--- src/rtl/gmii_tx_framer.sv ---
// gmii_tx_framer: turns a byte-wide valid/ready packet stream into a GMII transmit frame
// (preamble, SFD, payload, optional zero pad, CRC-32 FCS, inter-frame gap).
// Optional feature macro: GMII_TX_PAD_EN -- when defined, frames shorter than MIN_PAYLOAD
// bytes are zero-padded before the FCS; when undefined, short frames go out unpadded.
module gmii_tx_framer #(
    parameter int unsigned IFG_BYTES   = 12,
    parameter int unsigned MIN_PAYLOAD = 60
) (
    input  logic       GTX_CLK,
    input  logic       reset_n,
    input  logic [7:0] in_data,
    input  logic       in_valid,
    input  logic       in_sop,
    input  logic       in_eop,
    input  logic       in_err,
    output logic       in_ready,
    output logic [7:0] GMII_TXD,
    output logic       GMII_TX_EN,
    output logic       GMII_TX_ER,
    output logic       frame_done,
    output logic       underrun
);

    localparam int unsigned CNT_W  = 16;
    localparam int unsigned BCNT_W = 11;

    localparam logic [31:0]       CRC_INIT = 32'hFFFF_FFFF;
    localparam logic [31:0]       CRC_POLY = 32'hEDB8_8320;
    localparam logic [CNT_W-1:0]  PRE_LAST = CNT_W'(6);
    localparam logic [CNT_W-1:0]  FCS_LAST = CNT_W'(3);
    // The IDLE cycle that samples the next SOP supplies the last idle cycle of the gap,
    // so the IFG state itself only needs IFG_BYTES-1 cycles.
    localparam logic [CNT_W-1:0]  IFG_LAST = CNT_W'((IFG_BYTES > 1) ? (IFG_BYTES - 2) : 32'd0);
    localparam bit                IFG_NEEDED = (IFG_BYTES > 1);
    localparam logic [BCNT_W-1:0] BCNT_MAX = '1;
`ifdef GMII_TX_PAD_EN
    localparam logic [BCNT_W-1:0] MIN_CNT  = BCNT_W'(MIN_PAYLOAD);
`endif

    // Elaboration-time parameter sanity.
    if (IFG_BYTES == 0) begin : g_bad_ifg
        $error("gmii_tx_framer: IFG_BYTES must be at least 1");
    end
    if (MIN_PAYLOAD > 2047) begin : g_bad_min
        $error("gmii_tx_framer: MIN_PAYLOAD must fit the 11-bit byte counter");
    end

    typedef enum logic [2:0] {
        IDLE  = 3'd0,
        PRE   = 3'd1,
        SFD   = 3'd2,
        DATA  = 3'd3,
`ifdef GMII_TX_PAD_EN
        PAD   = 3'd4,
`endif
        FCS   = 3'd5,
        DRAIN = 3'd6,
        IFG   = 3'd7
    } state_t;

    state_t              state_q, state_d;
    logic [CNT_W-1:0]    cnt_q, cnt_d;
    logic [BCNT_W-1:0]   bcnt_q, bcnt_d, bcnt_inc;
    logic [31:0]         crc_q, crc_d, fcs_sel;
    logic [7:0]          txd_d;
    logic                tx_en_d, tx_er_d, done_d, underrun_d;

    // One LSB-first byte update of the reflected CRC-32.
    function automatic logic [31:0] crc_byte(input logic [31:0] crc, input logic [7:0] data);
        logic [31:0] c;
        c = crc;
        for (int i = 0; i < 8; i++) begin
            if (c[0] ^ data[i]) c = (c >> 1) ^ CRC_POLY;
            else                c = c >> 1;
        end
        return c;
    endfunction

    // Saturating payload byte count and complemented CRC for the FCS bytes.
    assign bcnt_inc = (bcnt_q == BCNT_MAX) ? bcnt_q : bcnt_q + BCNT_W'(1);
    assign fcs_sel  = ~crc_q;

    // Next-state, next-output and handshake logic.
    always_comb begin
        state_d    = state_q;
        cnt_d      = cnt_q;
        bcnt_d     = bcnt_q;
        crc_d      = crc_q;
        txd_d      = 8'h00;
        tx_en_d    = 1'b0;
        tx_er_d    = 1'b0;
        done_d     = 1'b0;
        underrun_d = 1'b0;
        in_ready   = 1'b0;

        case (state_q)
            IDLE: begin
                // Stray mid-packet bytes are swallowed; the SOP byte waits for DATA.
                in_ready = in_valid & ~in_sop;
                cnt_d    = '0;
                bcnt_d   = '0;
                crc_d    = CRC_INIT;
                if (in_valid && in_sop) state_d = PRE;
            end

            PRE: begin
                txd_d   = 8'h55;
                tx_en_d = 1'b1;
                if (cnt_q == PRE_LAST) begin
                    cnt_d   = '0;
                    state_d = SFD;
                end else begin
                    cnt_d = cnt_q + CNT_W'(1);
                end
            end

            SFD: begin
                txd_d   = 8'hD5;
                tx_en_d = 1'b1;
                cnt_d   = '0;
                state_d = DATA;
            end

            DATA: begin
                in_ready = 1'b1;
                tx_en_d  = 1'b1;
                cnt_d    = '0;
                if (in_valid) begin
                    txd_d   = in_data;
                    tx_er_d = in_err;
                    crc_d   = crc_byte(crc_q, in_data);
                    bcnt_d  = bcnt_inc;
                    if (in_eop) begin
`ifdef GMII_TX_PAD_EN
                        if (bcnt_inc < MIN_CNT) state_d = PAD;
                        else                    state_d = FCS;
`else
                        state_d = FCS;
`endif
                    end
                end else begin
                    // Source ran dry mid-frame: poison the frame and abort.
                    txd_d      = 8'h00;
                    tx_er_d    = 1'b1;
                    underrun_d = 1'b1;
                    state_d    = DRAIN;
                end
            end

`ifdef GMII_TX_PAD_EN
            PAD: begin
                txd_d   = 8'h00;
                tx_en_d = 1'b1;
                cnt_d   = '0;
                crc_d   = crc_byte(crc_q, 8'h00);
                bcnt_d  = bcnt_inc;
                if (bcnt_inc >= MIN_CNT) state_d = FCS;
            end
`endif

            FCS: begin
                txd_d   = fcs_sel[{cnt_q[1:0], 3'b000} +: 8];
                tx_en_d = 1'b1;
                if (cnt_q == FCS_LAST) begin
                    done_d = 1'b1;
                    cnt_d  = '0;
                    if (IFG_NEEDED) state_d = IFG;
                    else            state_d = IDLE;
                end else begin
                    cnt_d = cnt_q + CNT_W'(1);
                end
            end

            DRAIN: begin
                in_ready = 1'b1;
                cnt_d    = '0;
                if (in_valid && in_eop) begin
                    if (IFG_NEEDED) state_d = IFG;
                    else            state_d = IDLE;
                end
            end

            IFG: begin
                if (cnt_q == IFG_LAST) begin
                    cnt_d   = '0;
                    state_d = IDLE;
                end else begin
                    cnt_d = cnt_q + CNT_W'(1);
                end
            end

            default: begin
                state_d = IDLE;
            end
        endcase
    end

    // State, datapath and registered GMII outputs.
    always_ff @(posedge GTX_CLK or negedge reset_n) begin
        if (!reset_n) begin
            state_q    <= IDLE;
            cnt_q      <= '0;
            bcnt_q     <= '0;
            crc_q      <= CRC_INIT;
            GMII_TXD   <= 8'h00;
            GMII_TX_EN <= 1'b0;
            GMII_TX_ER <= 1'b0;
            frame_done <= 1'b0;
            underrun   <= 1'b0;
        end else begin
            state_q    <= state_d;
            cnt_q      <= cnt_d;
            bcnt_q     <= bcnt_d;
            crc_q      <= crc_d;
            GMII_TXD   <= txd_d;
            GMII_TX_EN <= tx_en_d;
            GMII_TX_ER <= tx_er_d;
            frame_done <= done_d;
            underrun   <= underrun_d;
        end
    end

endmodule

--- config.mk ---
export PLATFORM = sky130hd
export DESIGN_NAME = gmii_tx_framer
export DESIGN_NICKNAME = d
export VERILOG_FILES = /design/src/rtl/gmii_tx_framer.sv
export SDC_FILE = /design/constraint.sdc
export NUM_CORES = 1
export LEC_CHECK = 0
export CAP_MARGIN = 20
export CORE_ASPECT_RATIO = 1.4
export CORE_MARGIN = 1
export CORE_UTILIZATION = 50
export CTS_BUF_LIST = sky130_fd_sc_hd__clkbuf_4
export CTS_CLUSTER_DIAMETER = 50
export DETAILED_ROUTE_END_ITERATION = 8
export DONT_BUFFER_PORTS = 1
export PLACE_DENSITY = 0.72
export RECOVER_POWER = 50
export SLEW_MARGIN = 20
export SYNTH_ARGS = -nofsm -noshare
export SYNTH_HDL_FRONTEND = slang
export SYNTH_SLANG_ARGS = --single-unit
export TNS_END_PERCENT = 20
--- constraint.sdc ---
create_clock -name GTX_CLK -period 4.03 [get_ports GTX_CLK]
set_input_delay 0.6045 -clock GTX_CLK [delete_from_list [all_inputs] [get_ports GTX_CLK]]
set_output_delay 0.6045 -clock GTX_CLK [all_outputs]
set_load 0.02 [all_outputs]
==> summary.md <==
| Metric | Value |
|---|---|
| Failing checks | `capacitance limit, slew limit` |
| Top Ports | `27` |
| Register area share after synthesis | `43.6%` |
| Total Wirelength | `about 7800 microns` |
| Clock buffer count from CTS | `9` |
| Run status | `complete, but fails checks` |
| Setup violators final | `0` |
| Slowest stage delay, CP | `2.20 ns` |
| # fillers | `642` |
| Final instance area | `3910 sq um` |
| Placed Instances | `434` |
| Die area | `7760 sq um` |
| Final period util | `72.7%` |
| Clk root buf | `clkbuf_4` |
| Primary FF master, synth | `dfstp_2` |
| TritonCTS clock tree | `done` |
| Finished Core Util | `between 50 and 60%` |
| Diode count | `0` |
| Final Wtd Congestion | `0.799` |
| Core area | `~7100 sq um` |
| Worst-margin pin slew | `2.87 ns` |
| Peak VDD IR | `0.000440 V` |
| Unrepaired setup endpoints after global routing | `no` |
| Vias in the first global route | `2666` |
| LEAKAGE | `roughly 1.5 nW` |
| Clock Skews | `0.0130 ns` |
| Insertion delay to the later sink of the worst-skew pair | `approximately 0.43 ns` |
| Synth area leaders | `dfstp_2 23%, dfrtp_1 21%, xnor2_1 11%` |
| CP max stage cell | `clkdlybuf4s25_1` |
| Starting Density | `between 50 and 60%` |
| Syn nets | `371` |
| Vias | `2602` |
| CTS H-tree lvls | `3` |
| Hold_ws | `0.245 ns` |
| IO buf count | `0` |
| Total gr overflow | `0` |
| Crit path buf inv count | `1` |
| Area fraction of the dominant cell type after synthesis | `22.7%` |
| DIE WIDTH | `74.7 microns` |
| EDFF count, synth | `0` |
| Fin nets | `367` |
| Critical path arrival | `approximately 2.8 ns` |
| Max Slew Vio Count | `64` |
| Critical-path cell list | `clkdlybuf4s25_1` |
| Max transition margin | `-91.6%` |
| Top-count cell post-synth | `nor2_1` |
| Maximum fanout along the worst path | `63` |
| Final non-filler cell total | `451` |
| Synth warnings | `0` |
| Antenna violations before repair | `0` |
| Max-cap violations | `1` |
| Pwr dens | `963 nW/um^2` |
| Synth Register Bits | `63` |
| Post-route ant nets | `0` |
| Final TNS setup | `0 ns` |
| Die Y-Extent | `104 microns` |
| Post-DR wirelength/cell | `17.2 microns` |
| Crit path kind | `input pin to asynchronous set/reset pin` |
| Final hold violations | `0` |
| Min cycle time layout | `2.93 ns` |
| First-pass DRT Iterations | `4` |
| Syn Inst Count | `355` |
| Post_cts resized | `0` |
| Critical Path RT | `3.94 ns` |
| Vias/cell | `5.77` |
| First-pass GRT wire length | `13100 microns` |
| Total Routing Usage GR | `between 20 and 25%` |
| DRC Markers | `0` |
| Iter 0 DRT Violations | `211` |
| Yosys cell types | `50` |
| Buffers from clock root to sink, at most | `2` |
| Area Growth Syn to Fin | `5.47%` |
| FMAX | `0.341 GHz` |
| Syn Std Cell Area | `3700 sq um` |
| Post-synthesis async set-or-reset flop share | `between 90% and 100%` |
| Syn avg cell area | `10.4 sq um` |
| Largest net degree at the start of global routing | `64` |
| CTS sink count | `63` |
| Clock slew at reported path FFs | `0.10 ns` |
| Worst Hold Class | `input pin to flip-flop` |
| Share of cells above drive strength 1 | `19.7%` |
| # rows | `36` |
| Leading cell types by count after synthesis | `51 x nor2_1, 46 x xnor2_1, 33 x xor2_1` |
| Placed wire-length estimate | `5370 microns` |
| CP Capture Type | `asynchronous set/reset pin` |
| Placed cell areas | `3760 sq um` |
| Biggest area consumer among synthesized cells | `dfstp_2` |
| Critical Path Start Type | `input pin` |
| Crit-path leading delay family | `buffers and inverters` |
-- per-layer routing --
layer  wire length (microns)  global-route usage, %  share of wire (%)
met5                       0                      0                  0
met4                     111                   10.9                1.4
met1                    3230                   28.9                 42
met3                     456                   6.42                5.9
met2                    3980                   34.8                 51
-- logic make-up (layout without fill, tap and decap cells) --
family	after synthesis	count (layout)	synth area share, %
buffers and inverters	19	20	2.16
adder cells (fa/ha/maj)	2	2	0.676
AO/OA/AOI/OAI	61	61	10.8
AND/OR/NAND/NOR	116	116	15.4
multiplexers	9	9	5.17
flip-flops	63	63	43.6
XOR/XNOR	85	85	22.1
-- worst paths after layout --
check / from / end / slack [ns] / depth (start not counted)
worst max-delay path: reset_n / cnt_q[9] / 1.10 / 1
worst min-delay path: in_valid / underrun / 0.24 / 1
worst max register to register: cnt_q[1] / state_q[1] / 1.43 / 6
worst min register to register: crc_q[21] / crc_q[21] / 0.52 / 2
max in group GTX_CLK: state_q[1] / in_ready / 1.20 / 2
min in group asynchronous: reset_n / underrun / 1.30 / 1
-- where the power goes --
part           switching (mW)  total [mW]  internal, mW
combinational            1.03        2.02         0.998
clock                   0.230       0.428         0.198
sequential              0.359        1.31         0.950
total                    1.62        3.76          2.15
-- final cells by class --
cell class	instances	area, sq um	share of cell area [%]
timing repair buffer	3	25.0	0.641
tap	95	119	3.04
multi-input combinational	273	2010	51.5
clock inverter	5	48.8	1.25
inverter	1	3.75	0.0961
clock buffer	11	82.6	2.11
sequential	63	1620	41.4
-- state kept, by name, indices dropped and copies added (netlist names) --
register	count
GMII_TXD	8
GMII_TX_EN	1
GMII_TX_ER	1
cnt_q	16
crc_q	32
frame_done	1
state_q	3
underrun	1
-- cells in the final DEF, fill, tap and decap left out, drive strengths merged, types with 4 or more instances in the layout --
master	instances
nor2	51
dfstp	32
clkinv	4
nand3	8
nand2b	4
a21o	4
xnor2	48
o22a	4
nand2	17
nor3	6
a21oi	32
mux4	8
dfrtp	31
xor2	34
or4	4
nor2b	4
a221oi	4
nand4	5
clkbuf	11
o21ai	5
-- worst register-to-register path, cell delays in order, from the launching register on --
cell and delay [ns]:
dfrtp_1 0.79, ha_1 0.31, nand3b_1 0.08, nor4_1 0.40, o21ai_0 0.26, o21ba_2 0.34
mux2_2 0.32
-- through the flow --
| stage | power (mW) | setup slack [ns] |
|---|---|---|
| 3_5_place_dp | 3.33 | 1.45 |
| 2_1_floorplan | 2.97 | 1.74 |
| 5_1_grt | 4.05 | 0.527 |
| 4_1_cts | 3.79 | 1.16 |
| 3_3_place_gp | 3.29 | 1.46 |
| 6_report | 3.76 | 1.10 |
-- timing repair --
action	CTS	global route
buffers inserted	0	0
setup endpoints to repair	0	0
hold buffers	1	0
endpoints found under the hold margin	63	0
Power figures use the tool's default switching activity.
